`src/rtl/mod_up_down_counter_if.sv`:
```
// Control/status bundle for mod_up_down_counter: enable, direction, load strobe
// and value in; registered count, wrap pulse and bound flags out.
interface mod_up_down_counter_if #(
    parameter int WIDTH = 4
);
    logic             i_en;
    logic             i_mode;
    logic             i_load;
    logic [WIDTH-1:0] i_load_val;
    logic [WIDTH-1:0] o_data_out;
    logic             o_wrap;
    logic             o_at_max;
    logic             o_at_min;

    modport master (
        output i_en, i_mode, i_load, i_load_val,
        input  o_data_out, o_wrap, o_at_max, o_at_min
    );

    modport slave (
        input  i_en, i_mode, i_load, i_load_val,
        output o_data_out, o_wrap, o_at_max, o_at_min
    );
endinterface

```
`src/rtl/mod_up_down_counter.sv`:
```
// Modulo-N up/down counter (0..MAX_COUNT) with enable, clamped parallel load, wrap pulse
// and bound flags. Define UDC_SATURATE_EN to saturate at the bounds instead of wrapping.
module mod_up_down_counter #(
    parameter int WIDTH     = 4,
    parameter int MAX_COUNT = 8,
    parameter int RESET_VAL = 0
) (
    input  logic                  i_clk,
    input  logic                  i_rst_n,
    mod_up_down_counter_if.slave  bus
);
    localparam logic [WIDTH:0]   MAX_EXT = (WIDTH+1)'(MAX_COUNT);
    localparam logic [WIDTH-1:0] MAX_VAL = WIDTH'(MAX_COUNT);
    localparam logic [WIDTH-1:0] RST_VAL = WIDTH'(RESET_VAL);

    logic [WIDTH-1:0] r_count;
    logic             r_wrap;
    logic [WIDTH:0]   w_cnt_ext;
    logic [WIDTH:0]   w_load_ext;
    logic [WIDTH:0]   w_inc;
    logic [WIDTH:0]   w_dec;
    logic [WIDTH-1:0] w_next;
    logic             w_wrap_next;

    // One spare bit keeps +1 at 2**WIDTH-1 and -1 at 0 visible to the range check.
    assign w_cnt_ext  = {1'b0, r_count};
    assign w_load_ext = {1'b0, bus.i_load_val};
    assign w_inc      = w_cnt_ext + 1'b1;
    assign w_dec      = w_cnt_ext - 1'b1;

    always_comb begin
        w_next      = r_count;
        w_wrap_next = 1'b0;
        if (bus.i_load) begin
            w_next = (w_load_ext > MAX_EXT) ? MAX_VAL : bus.i_load_val;
        end else if (bus.i_en) begin
            if (bus.i_mode) begin
                if (w_inc > MAX_EXT) begin
                    w_wrap_next = 1'b1;
`ifdef UDC_SATURATE_EN
                    w_next      = MAX_VAL;
`else
                    w_next      = '0;
`endif
                end else begin
                    w_next = w_inc[WIDTH-1:0];
                end
            end else begin
                if (w_dec[WIDTH]) begin
                    w_wrap_next = 1'b1;
`ifdef UDC_SATURATE_EN
                    w_next      = '0;
`else
                    w_next      = MAX_VAL;
`endif
                end else begin
                    w_next = w_dec[WIDTH-1:0];
                end
            end
        end
    end

    always_ff @(posedge i_clk) begin
        if (!i_rst_n) begin
            r_count <= RST_VAL;
            r_wrap  <= 1'b0;
        end else begin
            r_count <= w_next;
            r_wrap  <= w_wrap_next;
        end
    end

    assign bus.o_data_out = r_count;
    assign bus.o_wrap     = r_wrap;
    assign bus.o_at_max   = (r_count == MAX_VAL);
    assign bus.o_at_min   = (r_count == '0);
endmodule
```
`src/flat_wrapper.sv`:
```
// flat-port wrapper written by rule: the top's interface ports become plain ports
module mod_up_down_counter_flat 
#(
    parameter int WIDTH     = 4,
    parameter int MAX_COUNT = 8,
    parameter int RESET_VAL = 0
)
  (i_clk, i_rst_n, bus_i_en, bus_i_mode, bus_i_load, bus_i_load_val, bus_o_data_out, bus_o_wrap, bus_o_at_max, bus_o_at_min);
  mod_up_down_counter_if #(.WIDTH(WIDTH)) bus_i ();
  input  logic i_clk;
  input  logic i_rst_n;
  input wire logic [$bits(bus_i.i_en)-1:0] bus_i_en;
  input wire logic [$bits(bus_i.i_mode)-1:0] bus_i_mode;
  input wire logic [$bits(bus_i.i_load)-1:0] bus_i_load;
  input wire logic [$bits(bus_i.i_load_val)-1:0] bus_i_load_val;
  output wire logic [$bits(bus_i.o_data_out)-1:0] bus_o_data_out;
  output wire logic [$bits(bus_i.o_wrap)-1:0] bus_o_wrap;
  output wire logic [$bits(bus_i.o_at_max)-1:0] bus_o_at_max;
  output wire logic [$bits(bus_i.o_at_min)-1:0] bus_o_at_min;
  assign bus_i.i_en = bus_i_en;
  assign bus_i.i_mode = bus_i_mode;
  assign bus_i.i_load = bus_i_load;
  assign bus_i.i_load_val = bus_i_load_val;
  assign bus_o_data_out = bus_i.o_data_out;
  assign bus_o_wrap = bus_i.o_wrap;
  assign bus_o_at_max = bus_i.o_at_max;
  assign bus_o_at_min = bus_i.o_at_min;
  mod_up_down_counter #(.WIDTH(WIDTH), .MAX_COUNT(MAX_COUNT), .RESET_VAL(RESET_VAL)) u_core (.i_clk(i_clk), .i_rst_n(i_rst_n), .bus(bus_i));
endmodule
```
`config.mk`:
```
export PLATFORM = sky130hd
export DESIGN_NAME = mod_up_down_counter_flat
export DESIGN_NICKNAME = d
export VERILOG_FILES = /design/src/rtl/mod_up_down_counter_if.sv /design/src/rtl/mod_up_down_counter.sv /design/src/flat_wrapper.sv
export SDC_FILE = /design/constraint.sdc
export NUM_CORES = 1
export LEC_CHECK = 0
export CORE_AREA = 2 2 39 41
export CTS_BUF_LIST = sky130_fd_sc_hd__clkbuf_4 sky130_fd_sc_hd__clkbuf_8 sky130_fd_sc_hd__clkbuf_16
export CTS_CLUSTER_DIAMETER = 80
export DETAILED_ROUTE_END_ITERATION = 12
export DIE_AREA = 0 0 41 43
export REMOVE_ABC_BUFFERS = 1
export SETUP_SLACK_MARGIN = 0.3
export SKIP_LAST_GASP = 1
export SLEW_MARGIN = 20
export SYNTH_ARGS = -nofsm -noshare
export SYNTH_HDL_FRONTEND = slang
export SYNTH_SLANG_ARGS = --single-unit
```
`constraint.sdc`:
```
create_clock -name i_clk -period 1.8 [get_ports i_clk]
set_input_delay 0.45 -clock i_clk [delete_from_list [all_inputs] [get_ports i_clk]]
set_output_delay 0.45 -clock i_clk [all_outputs]
set_load 0.02 [all_outputs]
```
==> results of run 1 <==
==> tightest hold or removal path, cell delays in order, from the launching register on <==
cell,delay [ns]
dfxtp_2,0.33
buf_6,0.13
o21ai_0,0.16
a21oi_1,0.07
==> sequential cells by signal, summed over array words and instances (netlist names) <==
name / cells
u_core.bus.o_data_out: 4
u_core.bus.o_wrap: 1
==> layer usage <==
metal | track usage | vias up
met4 | 0.0800 | 0
met2 | 0.269 | 27
met1 | 0.235 | 250
met5 | 0 | -
met3 | 0.0628 | 2
li1 | - | 283
==> worst min-delay path by stage <==
stage / to / slack (ns) / cells past startpoint
floorplan: u_core.bus.o_data_out[0]$_SDFFE_PN0P_ / 0.58 / 2
global placement: u_core.bus.o_data_out[0]$_SDFFE_PN0P_ / 0.72 / 4
detailed placement: u_core.bus.o_data_out[0]$_SDFFE_PN0P_ / 0.73 / 4
CTS: u_core.bus.o_data_out[0]$_SDFFE_PN0P_ / 0.75 / 4
global route: u_core.bus.o_data_out[2]$_SDFFE_PN0P_ / 0.76 / 3
finish: u_core.bus.o_data_out[2]$_SDFFE_PN0P_ / 0.74 / 3
==> repair_timing <==
| action | 4_1_cts | 5_1_grt |
|---|---|---|
| setup endpoints to repair | 11 | 7 |
| buffers inserted | 3 | 1 |
| resized for setup | 31 | 7 |
| pin swaps | 7 | 6 |
==> where the power goes <==
| group | internal, mW | leakage (nW) | switching, mW |
|---|---|---|---|
| logic | 0.0944 | 0.269 | 0.0988 |
| registers | 0.120 | 0.0423 | 0.00655 |
| clock network | 0.0997 | 0.0184 | 0.0594 |
==> Yosys cell counts (all sizes together) <==
cell and instances:
buf 1, a31oi 2, inv 7, xnor2 1, nor3b 1, a221oi 2
a21oi 7, o21bai 1, ha 4, o21ai 6, xor2 1, nor4 1
nand3b 1, o311ai 3, nand2 4, nor2 3, and3b 1, nor3 1
and4 1, dlymetal6s2s 1, dfxtp 5, o31a 1, nand2b 3, nand3 1
o32a 1, nor2b 2
==> cell families after synthesis <==
family	count (synthesis)
AO/OA/AOI/OAI	23
XOR/XNOR	2
adder cells (fa/ha/maj)	4
buffers and inverters	9
flip-flops	5
AND/OR/NAND/NOR	19
==> placed cells by master, fill, tap and decap left out, drive strengths merged <==
| cell type | n |
|---|---|
| o32a | 1 |
| nor3b | 1 |
| a221oi | 2 |
| nand3b | 1 |
| nor4 | 1 |
| clkdlybuf4s15 | 1 |
| a21oi | 7 |
| o31a | 1 |
| nor3 | 1 |
| dfxtp | 5 |
| xor2 | 1 |
| nand2 | 4 |
| nor2 | 3 |
| o21bai | 1 |
| o311ai | 3 |
| nand3 | 1 |
| ha | 4 |
| xnor2 | 1 |
| and4 | 1 |
| nor2b | 2 |
| dlygate4sd2 | 3 |
| a31oi | 2 |
| buf | 14 |
| clkdlybuf4s50 | 8 |
| nand2b | 3 |
| o21ai | 6 |
| and3b | 1 |
| inv | 7 |
| clkbuf | 4 |
==> stage by stage <==
| stage | instances | hold slack, ns | util |
|---|---|---|---|
| floorplan | 60 | 0.581 | - |
| global placement | 98 | 0.716 | 0.489 |
| detailed placement | 98 | 0.729 | 0.489 |
| CTS | 105 | 0.748 | 0.557 |
| global route | 106 | 0.763 | 0.568 |
| finish | 106 | 0.739 | 0.568 |
==> area by class of cell <==
cell class | instances | area, um2 | share of cell area
Inverter | 7 | 26.3 | 0.0334
Tap cell | 16 | 20.0 | 0.0255
Multi-Input combinational cell | 48 | 373 | 0.475
Sequential cell | 5 | 104 | 0.132
Timing Repair Buffer | 26 | 233 | 0.296
Clock buffer | 4 | 30.0 | 0.0382
==> results.json, run 1 <==
{
  "rsz0062_at_grt": "true",
  "crit_path_start": "u_core.bus.o_data_out[0]$_SDFFE_PN0P_",
  "post-place-ws_ns": 0.0382,
  "muxShareOfSynthArea": 0,
  "synth_seq_cells": 5,
  "yosysSeqAreaShare": 0.212,
  "fin_nets": 104,
  "dieHeight_um": 43,
  "hold_path.class": "reg2reg",
  "clkSlewWorstSetupHoldPaths_ns": 0.05,
  "worstSetupPathType": "reg2reg",
  "worst_setup_path_start_kind": "flip-flop",
  "rrSetupSlack_ns": 0.23,
  "top_layer": "met4",
  "worst_slack_ns": 0.229,
  "start_util": 0.341,
  "ios": 16,
  "die_x_um": 41,
  "cts_buffer_depth": 2,
  "critPathMaxFanout": 4,
  "worst-r2r-cell-count": 7,
  "period_needed_ns": 1.57,
  "antenna_found_initial": 0,
  "synth_top_family_by_area": "compound AO/OA/AOI/OAI gates",
  "critPathTopFamily": "compound AO/OA/AOI/OAI gates",
  "reg2reg_from": "u_core.bus.o_data_out[0]$_SDFFE_PN0P_",
  "wl_met1_um": 596,
  "h-tree-depth": 1,
  "slew_headroom": 0.689,
  "hp-start": "u_core.bus.o_data_out[2]$_SDFFE_PN0P_",
  "core_um2": 1380,
  "yosysUniqueCellTypes": 28,
  "synthTopCellsByArea": "dfxtp_1 (21%), ha_1 (11%), a21oi_1 (7.4%)",
  "drtIter0Drc": 19,
  "dieArea_um2": 1760,
  "hold_buffers": 0,
  "ant_nets": 0,
  "yosys.area.top_type": "dfxtp_1",
  "setup_viol": 0,
  "yosysTopAreaCellShare": 0.212,
  "ys_warn_count": 0,
  "outcome": "finished clean",
  "fmax_ghz": 0.636,
  "cp.buffers_inverters": 1,
  "slew_viol_final": 0,
  "grt_usage": 0.184,
  "power_leakage_nw": 0.329,
  "reg2reg_to": "u_core.bus.o_data_out[1]$_SDFFE_PN0P_",
  "finalPower_mw": 0.479,
  "avgViaCountPerCell": 5.30,
  "tightest_slew_ns": 0.461,
  "grt-ovfl-total": 0,
  "finClkSkew_ns": 0.00278,
  "grt_pass1_vias": 494,
  "crit_arrival_ns": 1.70,
  "drt_wl_total_um": 1400,
  "numCtsBuffers": 3,
  "synthCells": 62,
  "dpl.hpwl_um": 958,
  "min_period_over_period": 0.873,
  "wl_met2_um": 689,
  "dr_total_vias": 562,
  "end_kind": "flip-flop",
  "cts_tree": "yes",
  "port_buffers": 15,
  "fillers": 146,
  "syn_area_um2": 472,
  "peakVddDrop_mv": 0.387,
  "n_antenna_cell": 0,
  "area_growth_pct": 66.6,
  "cp_slowest_cell": "o31a_1",
  "cellPowerDensity_nw_per_um2": 609,
  "synthSimpleGateAreaFrac": 0.225,
  "grt_max_degree": 13,
  "synth_xor_area_frac": 0.0371,
  "postPlaceCellArea_um2": 677,
  "root_buffer": "clkbuf_4",
  "slowest_delay_ns": 0.34,
  "cp.depth": 7,
  "drive_gt1_frac": 0.344,
  "syn_area_per_cell_um2": 7.61,
  "rows": 14,
  "crit_chain": "buf_6 -> ha_4 -> nor2b_4 -> and4_1 -> o31a_1 -> a221oi_2 -> nor2_1",
  "drt_pass1_iterations": 4,
  "met3WireLength_um": 104,
  "gp_congestion": 0.742,
  "synth-compound-area-share": 0.326,
  "clkLatencyLatePin_ns": 0.26,
  "cts_sinks": 5,
  "drc_errors": 0,
  "hold_viol_final": 0,
  "avgRoutedWirePerCell_um": 13.2,
  "endpoint": "u_core.bus.o_data_out[1]$_SDFFE_PN0P_",
  "cap_violations": 0,
  "final.setup.tns_ns": 0,
  "required_ns": 1.93,
  "final_cell_area_um2": 786,
  "grt_pass1_wl_um": 2170,
  "synth_fa_ha_area_frac": 0.106
}
No activity file was read; power rests on OpenSTA's default activity.
==> run 2: changes to the inputs <==
- CAP_MARGIN: unset -> 25
==> results of run 2 <==
Same layout as run 1: the final DEF is identical, and so are final timing and power.
==> run 3: changes to the inputs <==
- CAP_MARGIN: 25 -> unset
- PLACE_DENSITY: unset -> 0.74
==> results.json, run 3 (synthesis results as in run 1) <==
{
  "hold_buffers": 0,
  "finalPower_mw": 0.461,
  "tightest_slew_ns": 0.341,
  "core_um2": 1380,
  "antenna_found_initial": 0,
  "gp_congestion": 0.783,
  "grt_usage": 0.163,
  "postPlaceCellArea_um2": 669,
  "cts_buffer_depth": 2,
  "clkLatencyLatePin_ns": 0.26,
  "drt_wl_total_um": 1370,
  "largest_reg_flops": 4,
  "clkSlewWorstSetupHoldPaths_ns": 0.05,
  "place_inst": 97,
  "dieHeight_um": 43,
  "p_sw_frac": 0.356,
  "grt_pass1_wl_um": 2030,
  "drtIter0Drc": 7,
  "final.setup.tns_ns": 0,
  "drc_errors": 0,
  "start_util": 0.341,
  "grt_pass1_vias": 495,
  "regArea_um2": 104,
  "hold_slack_ns": 0.764,
  "final_util": 0.567,
  "crit_chain": "buf_6 -> ha_4 -> nor2b_4 -> and4_1 -> o31a_1 -> a221oi_2 -> nor2_1",
  "dpl.hpwl_um": 936,
  "slew_viol_final": 0,
  "h-tree-depth": 1,
  "root_buffer": "clkbuf_4",
  "fmax_ghz": 0.639,
  "min_period_over_period": 0.869,
  "die_x_um": 41,
  "required_ns": 1.93,
  "drt_pass1_iterations": 4,
  "slowest_delay_ns": 0.34,
  "layout_common_cells": "buf_4 (9), clkdlybuf4s50_1 (8), a21oi_1 (6)",
  "worstSetupPathType": "reg2reg",
  "critPathMaxFanout": 4,
  "n_antenna_cell": 0,
  "post-place-ws_ns": 0.0162,
  "rows": 14,
  "combPwrFrac": 0.422,
  "ant_nets": 0,
  "cp_slowest_cell": "dfxtp_2",
  "hold_viol_final": 0,
  "dieArea_um2": 1760,
  "hold_path.class": "reg2reg",
  "grt_max_degree": 13,
  "period_needed_ns": 1.56,
  "fillers": 135,
  "peakVddDrop_mv": 0.291,
  "end_kind": "flip-flop",
  "avgRoutedWirePerCell_um": 12.9,
  "area_growth_pct": 66.3,
  "avgViaCountPerCell": 5.42,
  "critPathTopFamily": "compound AO/OA/AOI/OAI gates",
  "ios": 16,
  "internal-power_mw": 0.297,
  "multi_input_area_um2": 378,
  "numCtsBuffers": 3,
  "setup_viol": 0,
  "worst_setup_path_start_kind": "flip-flop",
  "dr_total_vias": 574,
  "p_sw_mw": 0.164,
  "final_cell_area_um2": 785,
  "power_leakage_nw": 0.331,
  "p_seq_frac": 0.276,
  "final_common_cell": "buf_4",
  "final_cells": 106,
  "cap_violations": 0,
  "worst_slack_ns": 0.235,
  "cp.buffers_inverters": 1,
  "grt-ovfl-total": 0,
  "drive_gt1_frac": 0.356,
  "rsz0062_at_grt": "true",
  "finClkSkew_ns": 0.00857,
  "port_buffers": 15,
  "outcome": "finished clean",
  "crit_arrival_ns": 1.70,
  "cts_tree": "yes",
  "fin_nets": 104,
  "slew_headroom": 0.770,
  "clkPwrFrac": 0.302,
  "cts_sinks": 5,
  "cellPowerDensity_nw_per_um2": 588
}
## run 3: cell count changes in the layout (fill, tap and decap cells not counted), sizes merged
cell | previous run | this run
clkinv | 0 | 1
clkbuf | 4 | 3
## run 3: tightest hold or removal path: cells and delay by family (launching register included)
family / cells / cell delay [ns]
compound gates: 2 / 0.22
buf+inv: 1 / 0.16
flops: 1 / 0.33
## run 3: routing by layer
layer | up-vias | GRT usage | routed length [um]
li1 | 284 | - | -
met1 | 261 | 0.209 | 570
met2 | 26 | 0.266 | 721
met3 | 3 | 0.0157 | 63
met4 | 0 | 0.0600 | 14
met5 | - | 0 | 0
## run 3: final cells by class
| type | instances | share of cell area |
|---|---|---|
| multi-input cells | 48 | 0.482 |
| repair buffers | 26 | 0.292 |
| flip-flops and latches | 5 | 0.132 |
| inverters | 7 | 0.0335 |
| clock buffers | 3 | 0.0287 |
| well taps | 16 | 0.0255 |
| clock inverters | 1 | 0.00638 |
## run 3: worst paths after layout
check,start,slack [ns],to,depth (start not counted)
setup / recovery,u_core.bus.o_data_out[0]$_SDFFE_PN0P_,0.24,u_core.bus.o_data_out[1]$_SDFFE_PN0P_,7
hold / removal,u_core.bus.o_data_out[2]$_SDFFE_PN0P_,0.76,u_core.bus.o_data_out[2]$_SDFFE_PN0P_,3
setup reg to reg,u_core.bus.o_data_out[0]$_SDFFE_PN0P_,0.24,u_core.bus.o_data_out[1]$_SDFFE_PN0P_,7
hold reg to reg,u_core.bus.o_data_out[2]$_SDFFE_PN0P_,0.76,u_core.bus.o_data_out[2]$_SDFFE_PN0P_,3
## run 3: timing repair
item                       CTS  global route
pin swaps                    2             4
setup buffers                4             1
gates resized for setup     29             9
setup endpoints to repair   11             7
## run 3: power groups by stage
stage                     logic [mW]  registers [mW]  clock network (mW)
final                          0.195           0.127               0.139
after global routing           0.210           0.128               0.146
after CTS                      0.180           0.126               0.138
after detailed placement       0.173           0.126                   0
after global placement         0.169           0.126                   0
after floorplan               0.0705           0.147                   0
